==> config.mk <==
export PLATFORM = sky130hd
export DESIGN_NAME = osc_freq_counter
export DESIGN_NICKNAME = d
export VERILOG_FILES = /design/src/rtl/osc_meas_pkg.sv /design/src/rtl/osc_edge_sync.sv /design/src/rtl/osc_freq_counter.sv
export SDC_FILE = /design/constraint.sdc
export NUM_CORES = 1
export LEC_CHECK = 0
export CAP_MARGIN = 10
export CORE_ASPECT_RATIO = 0.8
export CORE_UTILIZATION = 45
export CTS_CLUSTER_SIZE = 16
export DETAILED_ROUTE_END_ITERATION = 10
export GPL_TIMING_DRIVEN = 0
export HOLD_SLACK_MARGIN = 0.12
export PLACE_DENSITY = 0.64
export SYNTH_ARGS = -nofsm -noshare
export SYNTH_HDL_FRONTEND = slang
export SYNTH_SLANG_ARGS = --single-unit
==> constraint.sdc <==
create_clock -name i_clk -period 2.4 [get_ports i_clk]
set_clock_uncertainty 0.05 [all_clocks]
set_input_delay 0.48 -clock i_clk [delete_from_list [all_inputs] [get_ports i_clk]]
set_output_delay 0.48 -clock i_clk [all_outputs]
set_load 0.1 [all_outputs]
==> src/rtl/osc_meas_pkg.sv <==
// Shared definitions for the oscillator frequency meter: FSM state encoding
// and a small elaboration-time helper.
`timescale 1ns / 1ps

package osc_meas_pkg;

    // Measurement sequencer states.
    typedef enum logic [1:0] {
        StIdle    = 2'd0,
        StWarmup  = 2'd1,
        StMeasure = 2'd2,
        StDone    = 2'd3
    } osc_state_e;

    // Larger of two unsigned values, used to size the shared gate counter.
    function automatic int unsigned max_u(input int unsigned a, input int unsigned b);
        return (a > b) ? a : b;
    endfunction

endpackage

==> src/rtl/osc_edge_sync.sv <==
// Brings the asynchronous oscillator into the clk domain through a
// SYNC_STAGES flip-flop chain, then flags each synchronized rising edge with
// a one-cycle pulse using a single history flop.
`timescale 1ns / 1ps

module osc_edge_sync #(
    parameter int unsigned SYNC_STAGES = 2
) (
    input  logic i_clk,
    input  logic i_rst_n,
    input  logic i_async,
    output logic o_edge
);

    logic [SYNC_STAGES-1:0] r_sync;
    logic                   r_hist;

    // Shift the raw input through the synchronizer and keep one cycle of history.
    always_ff @(posedge i_clk or negedge i_rst_n) begin
        if (!i_rst_n) begin
            r_sync <= '0;
            r_hist <= 1'b0;
        end else begin
            r_sync <= {r_sync[SYNC_STAGES-2:0], i_async};
            r_hist <= r_sync[SYNC_STAGES-1];
        end
    end

    assign o_edge = r_sync[SYNC_STAGES-1] & ~r_hist;

endmodule

==> src/rtl/osc_freq_counter.sv <==
// Oscillator frequency meter: enables the oscillator, waits SETTLE_CYCLES for
// it to settle, counts synchronized rising edges over GATE_CYCLES clk cycles
// and publishes the count with overflow/stalled flags as a one-cycle-valid
// result. Optionally re-arms back-to-back windows without re-settling.
`timescale 1ns / 1ps

module osc_freq_counter
    import osc_meas_pkg::*;
#(
    parameter int unsigned GATE_CYCLES   = 1000,
    parameter int unsigned SETTLE_CYCLES = 16,
    parameter int unsigned CNT_W         = 16,
    parameter int unsigned SYNC_STAGES   = 2
) (
    input  logic             i_clk,
    input  logic             i_rst_n,
    input  logic             i_start,
    input  logic             i_continuous,
    input  logic             i_osc_in,
    output logic             o_osc_en,
    output logic             o_busy,
    output logic [CNT_W-1:0] o_count,
    output logic             o_count_valid,
    output logic             o_overflow,
    output logic             o_stalled
);

    // One down-counter times both the settle and the gate window.
    localparam int unsigned GATE_W = $clog2(max_u(GATE_CYCLES, SETTLE_CYCLES) + 1);
    localparam logic [GATE_W-1:0] GATE_LOAD   = GATE_W'(GATE_CYCLES - 1);
    localparam logic [GATE_W-1:0] SETTLE_LOAD = GATE_W'(SETTLE_CYCLES - 1);
    localparam logic [CNT_W-1:0]  CNT_MAX     = '1;

    osc_state_e        r_state;
    logic [GATE_W-1:0] r_gate_cnt;
    logic [CNT_W-1:0]  r_edge_cnt;
    logic              r_ovf;
    logic              r_osc_en;
    logic              r_busy;
    logic [CNT_W-1:0]  r_count;
    logic              r_count_valid;
    logic              r_overflow;
    logic              r_stalled;

    logic              w_edge;
    logic [CNT_W-1:0]  w_edge_cnt_nxt;
    logic              w_ovf_nxt;
    logic              w_gate_last;

    osc_edge_sync #(
        .SYNC_STAGES (SYNC_STAGES)
    ) u_edge_sync (
        .i_clk   (i_clk),
        .i_rst_n (i_rst_n),
        .i_async (i_osc_in),
        .o_edge  (w_edge)
    );

    assign w_gate_last = (r_gate_cnt == '0);

    // Saturating edge count including this cycle's edge; overflow latches on a lost increment.
    always_comb begin
        w_edge_cnt_nxt = r_edge_cnt;
        w_ovf_nxt      = r_ovf;
        if (w_edge) begin
            if (r_edge_cnt == CNT_MAX) begin
                w_ovf_nxt = 1'b1;
            end else begin
                w_edge_cnt_nxt = r_edge_cnt + 1'b1;
            end
        end
    end

    // Measurement sequencer with registered outputs.
    always_ff @(posedge i_clk or negedge i_rst_n) begin
        if (!i_rst_n) begin
            r_state       <= StIdle;
            r_gate_cnt    <= '0;
            r_edge_cnt    <= '0;
            r_ovf         <= 1'b0;
            r_osc_en      <= 1'b0;
            r_busy        <= 1'b0;
            r_count       <= '0;
            r_count_valid <= 1'b0;
            r_overflow    <= 1'b0;
            r_stalled     <= 1'b0;
        end else begin
            r_count_valid <= 1'b0;
            case (r_state)
                StIdle: begin
                    if (i_start) begin
                        r_state    <= StWarmup;
                        r_gate_cnt <= SETTLE_LOAD;
                        r_edge_cnt <= '0;
                        r_ovf      <= 1'b0;
                        r_osc_en   <= 1'b1;
                        r_busy     <= 1'b1;
                    end
                end
                StWarmup: begin
                    // Synchronizer keeps running; edges seen while settling are dropped.
                    r_edge_cnt <= '0;
                    r_ovf      <= 1'b0;
                    if (w_gate_last) begin
                        r_state    <= StMeasure;
                        r_gate_cnt <= GATE_LOAD;
                    end else begin
                        r_gate_cnt <= r_gate_cnt - 1'b1;
                    end
                end
                StMeasure: begin
                    if (w_gate_last) begin
                        // Results are loaded on entry to DONE so they are valid
                        // exactly while count_valid is high.
                        r_state       <= StDone;
                        r_count       <= w_edge_cnt_nxt;
                        r_overflow    <= w_ovf_nxt;
                        r_stalled     <= (w_edge_cnt_nxt == '0);
                        r_count_valid <= 1'b1;
                        r_edge_cnt    <= '0;
                        r_ovf         <= 1'b0;
                    end else begin
                        r_edge_cnt <= w_edge_cnt_nxt;
                        r_ovf      <= w_ovf_nxt;
                        r_gate_cnt <= r_gate_cnt - 1'b1;
                    end
                end
                StDone: begin
                    // Dead cycle: edges here are discarded; start is not sampled.
                    if (i_continuous) begin
                        r_state    <= StMeasure;
                        r_gate_cnt <= GATE_LOAD;
                    end else begin
                        r_state  <= StIdle;
                        r_osc_en <= 1'b0;
                        r_busy   <= 1'b0;
                    end
                end
                default: begin
                    r_state  <= StIdle;
                    r_osc_en <= 1'b0;
                    r_busy   <= 1'b0;
                end
            endcase
        end
    end

    assign o_osc_en      = r_osc_en;
    assign o_busy        = r_busy;
    assign o_count       = r_count;
    assign o_count_valid = r_count_valid;
    assign o_overflow    = r_overflow;
    assign o_stalled     = r_stalled;

endmodule

==> results of run 1 <==
logic make-up after synthesis:
family          Yosys count
mux                       5
simple gates            121
compound gates           92
fa+ha+maj                 2
buf+inv                  30
xor+xnor                 14
flops                    52
cell usage in the layout, fill, tap and decap left out, types with 7 or more instances in the layout:
cell type / synthesis / routed
dfrtp_1: 52 / 52
nand4_1: 8 / 8
nor3_1: 9 / 9
nor2_1: 12 / 12
inv_1: 7 / 7
xnor2_1: 10 / 10
a21oi_1: 17 / 15
clkdlybuf4s50_1: 0 / 21
buf_2: 11 / 12
o21ai_0: 44 / 44
nand2_1: 53 / 53
registers in the layout, indices dropped and copies added, names as in the netlist:
name / count
r_gate_cnt: 10
o_busy: 1
u_edge_sync.r_sync: 2
r_state: 2
r_edge_cnt: 16
u_edge_sync.r_hist: 1
r_ovf: 1
o_count: 16
o_overflow: 1
o_stalled: 1
o_count_valid: 1
stage by stage:
stage,setup TNS (ns),power [uW]
2_1_floorplan,0,1840
6_report,0,2730
4_1_cts,0,2730
3_3_place_gp,-43.43,2050
3_5_place_dp,-0.724,2070
5_1_grt,-0.0106,2880
worst min-delay path by stage:
stage / slack [ns] / endpoint / cells after the start / start
6_report: 0.31 / u_edge_sync.r_sync[1] / 0 / u_edge_sync.r_sync[0]
3_3_place_gp: 0.29 / u_edge_sync.r_sync[1] / 0 / u_edge_sync.r_sync[0]
5_1_grt: 0.33 / u_edge_sync.r_sync[1] / 0 / u_edge_sync.r_sync[0]
4_1_cts: 0.32 / u_edge_sync.r_sync[1] / 0 / u_edge_sync.r_sync[0]
3_5_place_dp: 0.30 / u_edge_sync.r_sync[1] / 0 / u_edge_sync.r_sync[0]
2_1_floorplan: 0.13 / o_busy / 0 / i_rst_n
area by class of cell:
class | instances | share of cell area, %
timing repair buffer | 30 | 8.76
inverter | 7 | 0.763
clock inverter | 3 | 1.38
buffer | 22 | 3.49
sequential | 52 | 37.8
tap | 81 | 2.94
clock buffer | 5 | 2.00
multi-input combinational | 234 | 42.9
power groups by stage:
| stage | registers (uW) | logic (uW) | clock network [uW] |
|---|---|---|---|
| 2_1_floorplan | 1470 | 371 | 0 |
| 6_report | 1150 | 958 | 628 |
| 3_3_place_gp | 1150 | 901 | 0 |
| 5_1_grt | 1170 | 1040 | 665 |
| 4_1_cts | 1150 | 949 | 639 |
| 3_5_place_dp | 1150 | 921 | 0 |
layer usage:
layer	GRT usage, %	wire length [microns]
met5	0	0
met4	7.23	73
met3	3.42	334
met2	31.0	2880
met1	33.5	3560
timing repair:
item                                   in CTS  in global routing
setup endpoints to repair                  16                 11
pin swaps                                   0                  2
setup buffers                               3                  0
hold buffers                                1                  0
endpoints found under the hold margin      14                  0
resized for setup                           4                 11
==> flow_summary.json, run 1 <==
{
  "worst_slack_ns": 0.0413,
  "async_reset_ff_share_pct": 100,
  "numCtsBuffers": 5,
  "place_ws_ns": -0.187,
  "placed_area_sq_um": 3230,
  "cpMaxStageDelayCell": "clkdlybuf4s50_1",
  "finalCriticalPeriod_ns": 2.36,
  "postSynth.topFlopCell": "dfrtp_1",
  "clockPowerShare_pct": 23.0,
  "reg2reg_depth": 7,
  "tightest_slew_ns": 0.966,
  "cts.sinks": 52,
  "cts_tree": "yes",
  "io_buffer_count": 25,
  "crit_end": "o_count[0]",
  "vias": 2462,
  "fin_util_pct": 57.0,
  "end_kind": "output port",
  "dieArea_sq_um": 6690,
  "synth_top_family_by_area": "simple AND/OR/NAND/NOR gates",
  "cp_num_buf_inv": 1,
  "drc": 0,
  "irDropWorstVdd_v": 0.000452,
  "ys_seq_area_share_pct": 45.5,
  "gp_congestion": 0.931,
  "grt_antenna_before_repair": 0,
  "initial_core_util_pct": 47.4,
  "synth-adder-area-share_pct": 0.874,
  "whs_ns": 0.309,
  "hold_path_class": "register to register",
  "synth.distinct_cells": 52,
  "fmax_mhz": 424,
  "setup_violations": 0,
  "slew_headroom_pct": 35.4,
  "synth.top_cell.area_share_pct": 45.5,
  "p_leak_uw": 0.00140,
  "dp_hpwl_microns": 4740,
  "viasPerCell": 5.67,
  "maxSlewViolCount": 0,
  "critPathMaxFanout": 2,
  "synthMuxAreaShare_pct": 1.97,
  "crit_chain": "clkdlybuf4s50_1",
  "p_sw_share_pct": 40.8,
  "synthSimpleGateAreaFrac_pct": 22.1,
  "nFillCells": 549,
  "final_nets": 359,
  "drt-initial-drc-count": 189,
  "yosys_register_bits": 52,
  "hold_viol": 0,
  "layout.cells.non_filler": 434,
  "crit_required_ns": 1.87,
  "seq_area_sq_um": 1300,
  "diodes": 0,
  "startpoint": "o_count[0]",
  "fp-row-count": 25,
  "clock_latency_ns": 0.31,
  "synth_most_common_cell": "nand2_1",
  "path_clk_slew_ns": 0.10,
  "p_per_area_nw_per_um2": 794,
  "synth_compound_area_share_pct": 20.2,
  "switching_power_uw": 1120,
  "cp.depth": 1,
  "seq_power_share_pct": 42.0,
  "crit_arrival_ns": 1.83,
  "p_int_uw": 1620,
  "comb_power_share_pct": 35.0,
  "crit_type": "register to output port",
  "synth-warning-count": 0,
  "critPathTopFamily": "buffers and inverters",
  "drt-total-wl_microns": 6840,
  "critPathMaxStageDelay_ns": 1.14,
  "fp.dieW_microns": 91.2,
  "dp.cells": 423,
  "reg2reg_slack_ns": 0.04,
  "grt_max_degree": 39,
  "clockRootBuffer": "clkbuf_8",
  "syn_nets": 323,
  "ios": 26,
  "synth_area_leaders": "dfrtp_1 45%, o21ai_0 7.7%, nand2_1 6.9%, xnor2_1 3.1%, a21oi_1 3.0%",
  "grt_use_total_pct": 21.7,
  "die_y_microns": 73.3,
  "r2r-end": "o_stalled",
  "multi_input_area_sq_um": 1480,
  "clockBufferDepth": 2,
  "cap_violations": 0,
  "startpoint_type": "register",
  "area_growth_pct": 20.3,
  "htreeDepth": 2,
  "status": "finished, final reports clean",
  "fin_crit_sh_pct": 98.3,
  "grt_pass1_wl_microns": 11100,
  "routedWlPerCell_microns": 15.8,
  "grt_overflow": 0,
  "drive_gt1_share_pct": 12.2,
  "drt_pre_antenna_iters": 4,
  "netlist_area_sq_um": 2860,
  "synth-xor-area-share_pct": 4.28,
  "synth-edff-count": 0,
  "syn_inst": 316,
  "ant_nets": 0,
  "postSynthAreaPerCell_sq_um": 9.06,
  "core_area_sq_um": 6040,
  "synth_top_area_cell": "dfrtp_1",
  "synth_common_cells": "53 x nand2_1, 52 x dfrtp_1, 44 x o21ai_0",
  "grt_pass1_vias": 2139,
  "fin_area_sq_um": 3440,
  "r2r_start": "u_edge_sync.r_hist"
}
No activity file was read; power rests on OpenSTA's default activity.
==> inputs of run 2 (changes only) <==
--- a/config.mk
+++ b/config.mk
@@ -5,10 +5,11 @@
 export SDC_FILE = /design/constraint.sdc
 export NUM_CORES = 1
 export LEC_CHECK = 0
+export ABC_CLOCK_PERIOD_IN_PS = 3000
 export CAP_MARGIN = 10
 export CORE_ASPECT_RATIO = 0.8
 export CORE_UTILIZATION = 45
-export CTS_CLUSTER_SIZE = 16
+export CTS_CLUSTER_SIZE = 20
 export DETAILED_ROUTE_END_ITERATION = 10
 export GPL_TIMING_DRIVEN = 0
 export HOLD_SLACK_MARGIN = 0.12
==> constraint.sdc (replaced) <==
create_clock -name i_clk -period 3 [get_ports i_clk]
set_clock_uncertainty 0.05 [all_clocks]
set_input_delay 0.6 -clock i_clk [delete_from_list [all_inputs] [get_ports i_clk]]
set_output_delay 0.6 -clock i_clk [all_outputs]
set_load 0.1 [all_outputs]
==> flow_summary.json, run 2 (same netlist as run 1, synthesis figures left out) <==
{
  "cp_num_buf_inv": 2,
  "maxSlewViolCount": 0,
  "drc": 0,
  "die_y_microns": 73.3,
  "hold_path_class": "input pin to asynchronous set/reset pin",
  "seq_area_sq_um": 1300,
  "area_growth_pct": 16.9,
  "grt_max_degree": 39,
  "ctsHoldBuffers": 0,
  "critPathMaxFanout": 10,
  "layout_commonest_cell": "nand2_1",
  "fin_setup_tns_ns": 0,
  "cap_violations": 0,
  "clockRootBuffer": "clkbuf_8",
  "worst_slack_ns": 0.367,
  "cpMaxStageDelayCell": "nor4b_4",
  "hold_viol": 0,
  "crit_chain": "inv_1 -> ha_1 -> nor4b_4 -> nand3_1 -> nand2_1 -> clkbuf_1 -> o21ai_0 -> nand2_1 -> o31ai_1",
  "cts_tree": "yes",
  "irDropWorstVdd_v": 0.000360,
  "p_per_area_nw_per_um2": 642,
  "setup_violations": 0,
  "rsz0062_at_grt": "false",
  "vias": 2449,
  "cts_setup_buffers": 0,
  "drt-total-wl_microns": 6650,
  "diodes": 0,
  "grt_pass1_vias": 2098,
  "multi_input_area_sq_um": 1420,
  "final_nets": 356,
  "routedWlPerCell_microns": 15.4,
  "placed_area_sq_um": 3230,
  "gp_congestion": 0.931,
  "io_buffer_count": 25,
  "cts.sinks": 52,
  "crit_type": "register to register",
  "critPathMaxStageDelay_ns": 0.50,
  "fin_area_sq_um": 3350,
  "cts-resized-gates": 0,
  "grt_pass1_wl_microns": 10900,
  "drt-initial-drc-count": 183,
  "viasPerCell": 5.68,
  "fp-row-count": 25,
  "slew_headroom_pct": 35.1,
  "fin_util_pct": 55.4,
  "ant_nets": 0,
  "core_area_sq_um": 6040,
  "dieArea_sq_um": 6690,
  "grt_use_total_pct": 21.4,
  "whs_ns": 0.134,
  "layout_common_cells": "53 x nand2_1, 52 x dfrtp_1, 44 x o21ai_0",
  "startpoint_type": "register",
  "status": "finished, final reports clean",
  "crit_arrival_ns": 2.78,
  "initial_core_util_pct": 47.4,
  "path_clk_slew_ns": 0.10,
  "critPathTopFamily": "simple AND/OR/NAND/NOR gates",
  "tightest_slew_ns": 0.970,
  "grt_antenna_before_repair": 0,
  "p_leak_uw": 0.00135,
  "place_ws_ns": 0.413,
  "drive_gt1_share_pct": 10.0,
  "numCtsBuffers": 5,
  "dp_hpwl_microns": 4740,
  "fin_crit_sh_pct": 87.8,
  "reg2reg_slack_ns": 0.37,
  "fp.dieW_microns": 91.2,
  "grt_overflow": 0,
  "drt_pre_antenna_iters": 4,
  "htreeDepth": 2,
  "crit_required_ns": 3.15,
  "clockBufferDepth": 2,
  "ios": 26,
  "finalCriticalPeriod_ns": 2.63,
  "crit_top_cell": "nand2_1",
  "nFillCells": 558,
  "fmax_mhz": 380,
  "end_kind": "register",
  "clock_latency_ns": 0.31
}
run 2: final timing paths:
kind | from | to | depth (start not counted)
setup / recovery | r_gate_cnt[0] | r_edge_cnt[10] | 9
hold / removal | i_rst_n | r_gate_cnt[2] | 1
setup reg to reg | r_gate_cnt[0] | r_edge_cnt[10] | 9
hold reg to reg | u_edge_sync.r_sync[0] | u_edge_sync.r_sync[1] | 0
max in group asynchronous | i_rst_n | u_edge_sync.r_sync[1] | 2
min in group i_clk | u_edge_sync.r_sync[0] | u_edge_sync.r_sync[1] | 0
run 2: power by group:
part / internal [uW] / total (uW) / switching, uW / leakage, uW
Sequential: 807 / 909 / 103 / 0.000689
Clock: 252 / 500 / 248 / 0.0000583
Combinational: 223 / 740 / 517 / 0.000606
Total: 1280 / 2150 / 868 / 0.00135
run 2: layout make-up:
class	count	share of cell area (%)
inverters	7	0.785
flip-flops and latches	52	38.9
clock buffers	5	2.06
clock inverters	3	1.42
well taps	81	3.03
plain buffers	23	3.59
multi-input cells	234	42.3
repair buffers	26	7.93
run 2: stage by stage:
stage / cells / total power [uW]
final: 431 / 2150
after global routing: 431 / 2260
after CTS: 431 / 2160
after detailed placement: 423 / 1660
after global placement: 422 / 1640
after floorplan: 316 / 1470
run 2: metal layers:
| layer | vias to the layer above | share of wire (%) | GRT usage (%) |
|---|---|---|---|
| met3 | 12 | 5.6 | 3.31 |
| li1 | 1194 | - | - |
| met2 | 63 | 40 | 30.4 |
| met4 | 0 | 1.6 | 7.05 |
| met1 | 1180 | 52 | 33.3 |
| met5 | - | 0 | 0 |
